$ cat src/rtl/exec_pkg.sv
// Shared definitions for the execute stage: opcodes, FSM encoding and
// default datapath sizes.
package exec_pkg;

    localparam int EXEC_WIDTH = 16;
    localparam int EXEC_AW    = 3;
    localparam int EXEC_CNT_W = 5;

    localparam logic [2:0] OP_ADD  = 3'd0;
    localparam logic [2:0] OP_SUB  = 3'd1;
    localparam logic [2:0] OP_AND  = 3'd2;
    localparam logic [2:0] OP_OR   = 3'd3;
    localparam logic [2:0] OP_XOR  = 3'd4;
    localparam logic [2:0] OP_SLL  = 3'd5;
    localparam logic [2:0] OP_MUL  = 3'd6;
    localparam logic [2:0] OP_DIVU = 3'd7;

    localparam logic [1:0] ST_IDLE = 2'd0;
    localparam logic [1:0] ST_MUL  = 2'd1;
    localparam logic [1:0] ST_DIV  = 2'd2;
    localparam logic [1:0] ST_WB   = 2'd3;

    // MUL and DIVU run on the iterative datapath; everything else is single-cycle.
    function automatic logic is_iter_op(input logic [2:0] op);
        return (op == OP_MUL) || (op == OP_DIVU);
    endfunction

endpackage

$ cat src/rtl/exec_if.sv
// Issue/writeback bundle between control logic, execute stage and register file.
interface exec_if import exec_pkg::*; #(
    parameter int WIDTH = EXEC_WIDTH,
    parameter int AW    = EXEC_AW
);
    logic             start;
    logic [2:0]       op;
    logic [AW-1:0]    dst;
    logic [WIDTH-1:0] a;
    logic [WIDTH-1:0] b;
    logic             busy;
    logic             done;
    logic             we;
    logic [AW-1:0]    wa;
    logic [WIDTH-1:0] wd;
    logic             carry;

    modport master (
        output start, op, dst, a, b,
        input  busy, done, we, wa, wd, carry
    );

    modport slave (
        input  start, op, dst, a, b,
        output busy, done, we, wa, wd, carry
    );
endinterface

$ cat src/rtl/exec_iter.sv
// Iterative MUL (shift-add, LSB first) / DIVU (restoring, MSB first) datapath.
// acc_q is the product accumulator for MUL and the partial remainder for DIVU;
// opa_q is the shifting multiplicand / dividend-becoming-quotient;
// opb_q is the shifting multiplier / fixed divisor.
module exec_iter import exec_pkg::*; #(
    parameter int WIDTH = EXEC_WIDTH,
    parameter int CNT_W = EXEC_CNT_W
) (
    input  logic             clk,
    input  logic             rst_n,
    input  logic             load_i,
    input  logic             is_div_i,
    input  logic [WIDTH-1:0] a_i,
    input  logic [WIDTH-1:0] b_i,
    input  logic             step_i,
    output logic [WIDTH-1:0] result_o,
    output logic             last_o
);
    logic [WIDTH-1:0] acc_q, opa_q, opb_q;
    logic [CNT_W-1:0] cnt_q;
    logic             div_q;

    logic [WIDTH-1:0] mul_acc;
    logic [WIDTH:0]   rem_sh;
    logic [WIDTH:0]   rem_diff;
    logic             q_bit;
    logic [WIDTH-1:0] rem_next;
    logic [WIDTH-1:0] quo_next;

    // One iteration of each algorithm; result_o already includes the current step
    // so the FSM can capture the final value on the last iteration edge.
    always_comb begin
        mul_acc  = opb_q[0] ? (acc_q + opa_q) : acc_q;
        rem_sh   = {acc_q, opa_q[WIDTH-1]};
        rem_diff = rem_sh - {1'b0, opb_q};
        q_bit    = ~rem_diff[WIDTH];
        // A zero divisor never borrows, so every quotient bit is 1 (all-ones result).
        rem_next = q_bit ? rem_diff[WIDTH-1:0] : rem_sh[WIDTH-1:0];
        quo_next = {opa_q[WIDTH-2:0], q_bit};
        result_o = div_q ? quo_next : mul_acc;
        last_o   = (cnt_q == CNT_W'(WIDTH - 1));
    end

    // Operand load on issue, then one bit per cycle while the FSM is iterating.
    always_ff @(posedge clk or negedge rst_n) begin
        if (!rst_n) begin
            acc_q <= '0;
            opa_q <= '0;
            opb_q <= '0;
            cnt_q <= '0;
            div_q <= 1'b0;
        end else if (load_i) begin
            acc_q <= '0;
            opa_q <= a_i;
            opb_q <= b_i;
            cnt_q <= '0;
            div_q <= is_div_i;
        end else if (step_i) begin
            cnt_q <= cnt_q + CNT_W'(1);
            if (div_q) begin
                acc_q <= rem_next;
                opa_q <= quo_next;
            end else begin
                acc_q <= mul_acc;
                opa_q <= opa_q << 1;
                opb_q <= opb_q >> 1;
            end
        end
    end

endmodule

$ cat src/rtl/exec_unit.sv
// Execute stage: single-cycle logic/arith ops, 16-cycle MUL/DIVU, and the
// register-file writeback pulse.
//
//   state   | meaning
//   --------+------------------------------------------------
//   IDLE    | waiting for start; single-cycle ops resolve here
//   MUL     | shift-add iterations in exec_iter
//   DIV     | restoring-divide iterations in exec_iter
//   WB      | done/we pulse for one cycle, then back to IDLE
module exec_unit import exec_pkg::*; #(
    parameter int WIDTH = EXEC_WIDTH,
    parameter int AW    = EXEC_AW,
    parameter int CNT_W = EXEC_CNT_W
) (
    input  logic  clk,
    input  logic  rst_n,
    exec_if.slave bus
);
    localparam int SH_W = $clog2(WIDTH);

    logic [1:0]       state_q, state_d;
    logic [WIDTH-1:0] wd_q, wd_d;
    logic [AW-1:0]    wa_q, wa_d;
    logic [AW-1:0]    dst_q, dst_d;
    logic             carry_q, carry_d;

    logic             accept;
    logic             iter_load;
    logic             iter_step;
    logic [WIDTH-1:0] iter_result;
    logic             iter_last;

    logic [WIDTH:0]   sum;
    logic [WIDTH:0]   diff;
    logic [WIDTH-1:0] alu_res;
    logic             alu_c;

    assign accept    = (state_q == ST_IDLE) && bus.start;
    assign iter_load = accept && is_iter_op(bus.op);
    assign iter_step = (state_q == ST_MUL) || (state_q == ST_DIV);

    exec_iter #(
        .WIDTH (WIDTH),
        .CNT_W (CNT_W)
    ) u_iter (
        .clk      (clk),
        .rst_n    (rst_n),
        .load_i   (iter_load),
        .is_div_i (bus.op == OP_DIVU),
        .a_i      (bus.a),
        .b_i      (bus.b),
        .step_i   (iter_step),
        .result_o (iter_result),
        .last_o   (iter_last)
    );

    // Single-cycle ALU straight off the operand inputs; only sampled on accept.
    always_comb begin
        sum     = {1'b0, bus.a} + {1'b0, bus.b};
        diff    = {1'b0, bus.a} - {1'b0, bus.b};
        alu_res = '0;
        alu_c   = 1'b0;
        case (bus.op)
            OP_ADD: begin
                alu_res = sum[WIDTH-1:0];
                alu_c   = sum[WIDTH];
            end
            OP_SUB: begin
                alu_res = diff[WIDTH-1:0];
                alu_c   = ~diff[WIDTH];
            end
            OP_AND:  alu_res = bus.a & bus.b;
            OP_OR:   alu_res = bus.a | bus.b;
            OP_XOR:  alu_res = bus.a ^ bus.b;
            OP_SLL:  alu_res = bus.a << bus.b[SH_W-1:0];
            default: alu_res = '0;
        endcase
    end

    // Next-state and result capture; wa/wd/carry only change on completion so
    // they hold the previous result while an iterative op is in flight.
    always_comb begin
        state_d = state_q;
        wd_d    = wd_q;
        wa_d    = wa_q;
        dst_d   = dst_q;
        carry_d = carry_q;
        case (state_q)
            ST_IDLE: begin
                if (bus.start) begin
                    dst_d = bus.dst;
                    if (bus.op == OP_MUL) begin
                        state_d = ST_MUL;
                    end else if (bus.op == OP_DIVU) begin
                        state_d = ST_DIV;
                    end else begin
                        state_d = ST_WB;
                        wd_d    = alu_res;
                        wa_d    = bus.dst;
                        carry_d = alu_c;
                    end
                end
            end
            ST_MUL, ST_DIV: begin
                if (iter_last) begin
                    state_d = ST_WB;
                    wd_d    = iter_result;
                    wa_d    = dst_q;
                    carry_d = 1'b0;
                end
            end
            ST_WB:   state_d = ST_IDLE;
            default: state_d = ST_IDLE;
        endcase
    end

    // State and output registers.
    always_ff @(posedge clk or negedge rst_n) begin
        if (!rst_n) begin
            state_q <= ST_IDLE;
            wd_q    <= '0;
            wa_q    <= '0;
            dst_q   <= '0;
            carry_q <= 1'b0;
        end else begin
            state_q <= state_d;
            wd_q    <= wd_d;
            wa_q    <= wa_d;
            dst_q   <= dst_d;
            carry_q <= carry_d;
        end
    end

    assign bus.busy  = (state_q != ST_IDLE);
    assign bus.done  = (state_q == ST_WB);
    assign bus.we    = bus.done && (wa_q != '0);
    assign bus.wa    = wa_q;
    assign bus.wd    = wd_q;
    assign bus.carry = carry_q;

endmodule

$ cat src/flat_wrapper.sv
// flat-port wrapper written by rule: the top's interface ports become plain ports
module exec_unit_flat import exec_pkg::*;
#(
    parameter int WIDTH = EXEC_WIDTH,
    parameter int AW    = EXEC_AW,
    parameter int CNT_W = EXEC_CNT_W
)
  (clk, rst_n, bus_start, bus_op, bus_dst, bus_a, bus_b, bus_busy, bus_done, bus_we, bus_wa, bus_wd, bus_carry);
  exec_if #(.WIDTH(WIDTH), .AW(AW)) bus_i ();
  input  logic clk;
  input  logic rst_n;
  input wire logic [$bits(bus_i.start)-1:0] bus_start;
  input wire logic [$bits(bus_i.op)-1:0] bus_op;
  input wire logic [$bits(bus_i.dst)-1:0] bus_dst;
  input wire logic [$bits(bus_i.a)-1:0] bus_a;
  input wire logic [$bits(bus_i.b)-1:0] bus_b;
  output wire logic [$bits(bus_i.busy)-1:0] bus_busy;
  output wire logic [$bits(bus_i.done)-1:0] bus_done;
  output wire logic [$bits(bus_i.we)-1:0] bus_we;
  output wire logic [$bits(bus_i.wa)-1:0] bus_wa;
  output wire logic [$bits(bus_i.wd)-1:0] bus_wd;
  output wire logic [$bits(bus_i.carry)-1:0] bus_carry;
  assign bus_i.start = bus_start;
  assign bus_i.op = bus_op;
  assign bus_i.dst = bus_dst;
  assign bus_i.a = bus_a;
  assign bus_i.b = bus_b;
  assign bus_busy = bus_i.busy;
  assign bus_done = bus_i.done;
  assign bus_we = bus_i.we;
  assign bus_wa = bus_i.wa;
  assign bus_wd = bus_i.wd;
  assign bus_carry = bus_i.carry;
  exec_unit #(.WIDTH(WIDTH), .AW(AW), .CNT_W(CNT_W)) u_core (.clk(clk), .rst_n(rst_n), .bus(bus_i));
endmodule
$ cat config.mk
export PLATFORM = sky130hd
export DESIGN_NAME = exec_unit_flat
export DESIGN_NICKNAME = d
export VERILOG_FILES = /design/src/rtl/exec_pkg.sv /design/src/rtl/exec_if.sv /design/src/rtl/exec_iter.sv /design/src/rtl/exec_unit.sv /design/src/flat_wrapper.sv
export SDC_FILE = /design/constraint.sdc
export NUM_CORES = 1
export LEC_CHECK = 0
export CELL_PAD_IN_SITES_DETAIL_PLACEMENT = 0
export CELL_PAD_IN_SITES_GLOBAL_PLACEMENT = 2
export CORE_MARGIN = 2
export CORE_UTILIZATION = 36
export DETAILED_ROUTE_END_ITERATION = 6
export GPL_TIMING_DRIVEN = 0
export PLACE_DENSITY_LB_ADDON = 0.1
export SYNTH_ARGS = -nofsm -noshare
export SYNTH_HDL_FRONTEND = slang
export SYNTH_SLANG_ARGS = --single-unit
$ cat constraint.sdc
create_clock -name clk -period 3.5 [get_ports clk]
set_input_delay 0.35 -clock clk [delete_from_list [all_inputs] [get_ports clk]]
set_output_delay 0.35 -clock clk [all_outputs]
set_load 0.02 [all_outputs]
==> out/results.tsv <==
stage	metric	value	unit
logic_synthesis	ys.flop_type	dfrtp_1	
layout	drive_gt1_frac	0.06143	
grt	grt_pass1_vias	8559	
sta	rsz0062_at_grt	yes	
clocking	cts_max_level	3	
sta	tightestPinTransition	0.8926	ns
sta	setup_violations	0	
placement	dp_hpwl	27790	microns
setup_path	path_max_fanout	7	
logic_synthesis	syn-num-nets	1274	
floorplanning	start_util	0.3673	
grt	overflow	0	
layout	diodes	0	
layout	multi_input_area	6183	sq um
logic_synthesis	synthArstFlopShare	1.000	
route	wire_per_inst	22.56	microns
route	routed_via_density	5.767	
layout	seq_area	1977	sq um
power_and_ir_drop	p_leak	4.546	nW
logic_synthesis	synth_top_area_frac	0.2286	
power_and_ir_drop	power_per_cell_area	1037	nW/um^2
outcome	status	finished, final reports clean	
clocking	cts_buffer_depth	2	
floorplanning	core	23540	sq um
sta	slew_viol_final	0	
sta	finalWorstSetupSlack	0.01970	ns
route	drt_wl_total	34740	microns
placement	io_buffers	62	
sta	finalSetupTns	0	ns
layout	fin_area	10180	sq um
clocking	worstSkewPairLatency	0.35	ns
floorplanning	die_w	159.0	microns
route	final_antenna_net_count	0	
logic_synthesis	mappedNetlistArea	8648	sq um
layout	fin_nets	1349	
floorplanning	row_count	56	
sta	period_share	0.9944	
setup_path	worst_setup_path_start_kind	primary input	
logic_synthesis	yosysSeqAreaShare	0.2286	
placement	place_ws	-1.312	ns
min_path	holdCritPathClass	in2async	
clocking	cts_sinks	79	
power_and_ir_drop	vdd_ir_drop_max	0.4200	mV
route	vias	8881	
setup_path	crit_type	in2reg	
floorplanning	pin_count	64	
sta	slew-limit-headroom	0.4003	
sta	period_minus_slack	3.480	ns
clocking	cts_buffers	9	
clocking	cts_tree	built	
sta	timing.hold.ws	0.3918	ns
route	post-route-drc-count	0	
layout	final_cells	1540	
logic_synthesis	yosys_warnings	0	
floorplanning	die_h	159.0	microns
setup_path	cp-end-kind	register	
layout	fillers	2501	
sta	hold_violations	0	
grt	antenna_found_initial	0	
setup_path	required	3.71	ns
logic_synthesis	postSynthCellCount	1141	
logic_synthesis	syn_avg_cell_area	7.580	sq um
placement	dp_cells	1523	
layout	utilization	0.4325	
route	drtPass1Iterations	5	
grt	grt_max_degree	67	
setup_path	cp.arrival	3.69	ns
logic_synthesis	ys_top_cells_by_area	dfrtp_1 23%, ha_1 13%, mux2i_1 6.1%	
placement	gp_congestion	0.9101	
logic_synthesis	ys_seq_elements	79	
grt	grt_util_all_layers	0.2700	
placement	placement.cell_area	9693	sq um
sta	fin_skew	0.01166	ns
layout	syn_to_final_growth	17.72	%
route	dr.first_iter.drc_count	712	
flow_run	max_cap_violations	0	
logic_synthesis	synth_cell_type_count	70	
sta	max_freq	0.2873	GHz
clocking	clkTransAtPathRegs	0.07	ns
power_and_ir_drop	fin_total_pwr	10.55	mW
logic_synthesis	synth_top_area_cell	dfrtp_1	
logic_synthesis	synth-edff-count	0	
clocking	root_buffer	clkbuf_16	
floorplanning	die_area	25280	sq um
grt	grt_pass1_wl	52690	microns
## power breakdown
group | switching, mW | internal, mW | leakage [nW] | total, mW
clock | 0.421 | 0.575 | 0.145 | 0.997
combinational | 4.61 | 3.01 | 3.47 | 7.62
sequential | 0.532 | 1.40 | 0.929 | 1.93
## path summary, 6_finish.rpt
| check | startpoint | endpoint | slack, ns | cells after the start |
|---|---|---|---|---|
| min in group clk | u_core.bus.wd[3] | u_core.bus.wd[3] | 0.49 | 2 |
| worst min register to register | u_core.bus.wd[3] | u_core.bus.wd[3] | 0.49 | 2 |
| max in group asynchronous | rst_n | u_core.bus.wd[6] | 2.48 | 3 |
| worst min-delay path | rst_n | u_core.bus.carry | 0.39 | 2 |
| worst max register to register | u_core.state_q[0] | u_core.bus.wd[6] | 0.14 | 9 |
| worst max-delay path | bus_b[1] | u_core.bus.wd[7] | 0.02 | 13 |
## layout by cell type, fill, tap and decap left out, types with 8 or more instances in the layout
| cell type | netlist | final |
|---|---|---|
| buf_1 | 9 | 9 |
| a211oi_1 | 24 | 20 |
| a21o_1 | 17 | 17 |
| nand2b_1 | 11 | 11 |
| inv_1 | 84 | 83 |
| nor3_1 | 24 | 23 |
| buf_4 | 2 | 8 |
| o211ai_1 | 10 | 10 |
| nand4_1 | 8 | 8 |
| ha_1 | 88 | 86 |
| nor2b_1 | 15 | 14 |
| o221ai_1 | 10 | 10 |
| nor2_1 | 124 | 123 |
| clkbuf_16 | 0 | 9 |
| nand2_1 | 135 | 135 |
| xor2_1 | 12 | 12 |
| a21oi_1 | 105 | 102 |
| o22ai_1 | 11 | 11 |
| a31oi_1 | 31 | 30 |
| mux2i_1 | 53 | 53 |
| nand3_1 | 15 | 15 |
| clkbuf_1 | 50 | 43 |
| xnor2_1 | 29 | 29 |
| o21ai_0 | 75 | 70 |
| clkdlybuf4s50_1 | 0 | 59 |
| dfrtp_1 | 79 | 79 |
## cells in the mapped netlist, drive strengths merged, types with 8 or more instances
master  count
a31oi      31
o221ai     10
nand4       8
xnor2      29
nand2     135
nand2b     11
a211oi     24
clkbuf     50
nor3       25
inv        84
mux2i      53
xor2       12
buf        18
nor2b      15
o211ai     10
ha         88
dfrtp      79
nand3      16
o21ai      76
a21o       17
a21oi     106
o22ai      11
nor2      124
## state kept, by name, summed over array words and instances (netlist names)
signal / cells
u_core.u_iter.opb_q: 16
u_core.bus.wa: 3
u_core.bus.carry: 1
u_core.u_iter.div_q: 1
u_core.bus.wd: 16
u_core.dst_q: 3
u_core.u_iter.cnt_q: 5
u_core.u_iter.acc_q: 16
u_core.state_q: 2
u_core.u_iter.opa_q: 16
## layer usage
metal	global-route usage	vias to the layer above	share of wire
li1	-	4237	-
met1	0.3604	4287	0.44
met2	0.4597	292	0.48
met3	0.02240	65	0.044
met4	0.09587	0	0.033
met5	0	-	0
## cells by family (layout without fill, tap and decap cells)
kind of cell	Yosys count	after routing	synth area share
multiplexers	60	60	0.07436
buffers and inverters	152	232	0.07320
XOR/XNOR	41	41	0.04152
AND/OR/NAND/NOR	361	361	0.1842
adder cells (fa/ha/maj)	92	92	0.1366
AO/OA/AOI/OAI	356	356	0.2616
flip-flops	79	79	0.2286
## worst max-delay path, stage by stage
cell and delay (ns):
clkdlybuf4s50_1 0.49, buf_2 0.24, clkinvlp_4 0.18, ha_1 0.38, nor2_1 0.08, o311ai_1 0.37, nand2_1 0.22, a31oi_1 0.34
xnor2_1 0.10, a211oi_1 0.32, o221ai_1 0.21, a21oi_1 0.29, o21ai_0 0.11
## final cells by class
cell class,count,area share
Inverter,84,0.03134
Timing Repair Buffer,69,0.06821
Tap cell,319,0.03920
Sequential cell,79,0.1942
Buffer,63,0.02962
Multi-Input combinational cell,910,0.6073
Clock buffer,10,0.02347
Clock inverter,6,0.006636
## repair_timing
action | 4_1_cts | 5_1_grt
setup endpoints to repair | 12 | 11
hold buffers | 1 | 0
hold endpoints to repair | 13 | 0
buffers inserted | 1 | 4
pin swaps | 3 | 4
gates cloned | 0 | 0
gates resized for setup | 19 | 20
(Power assumes the default switching activity.)
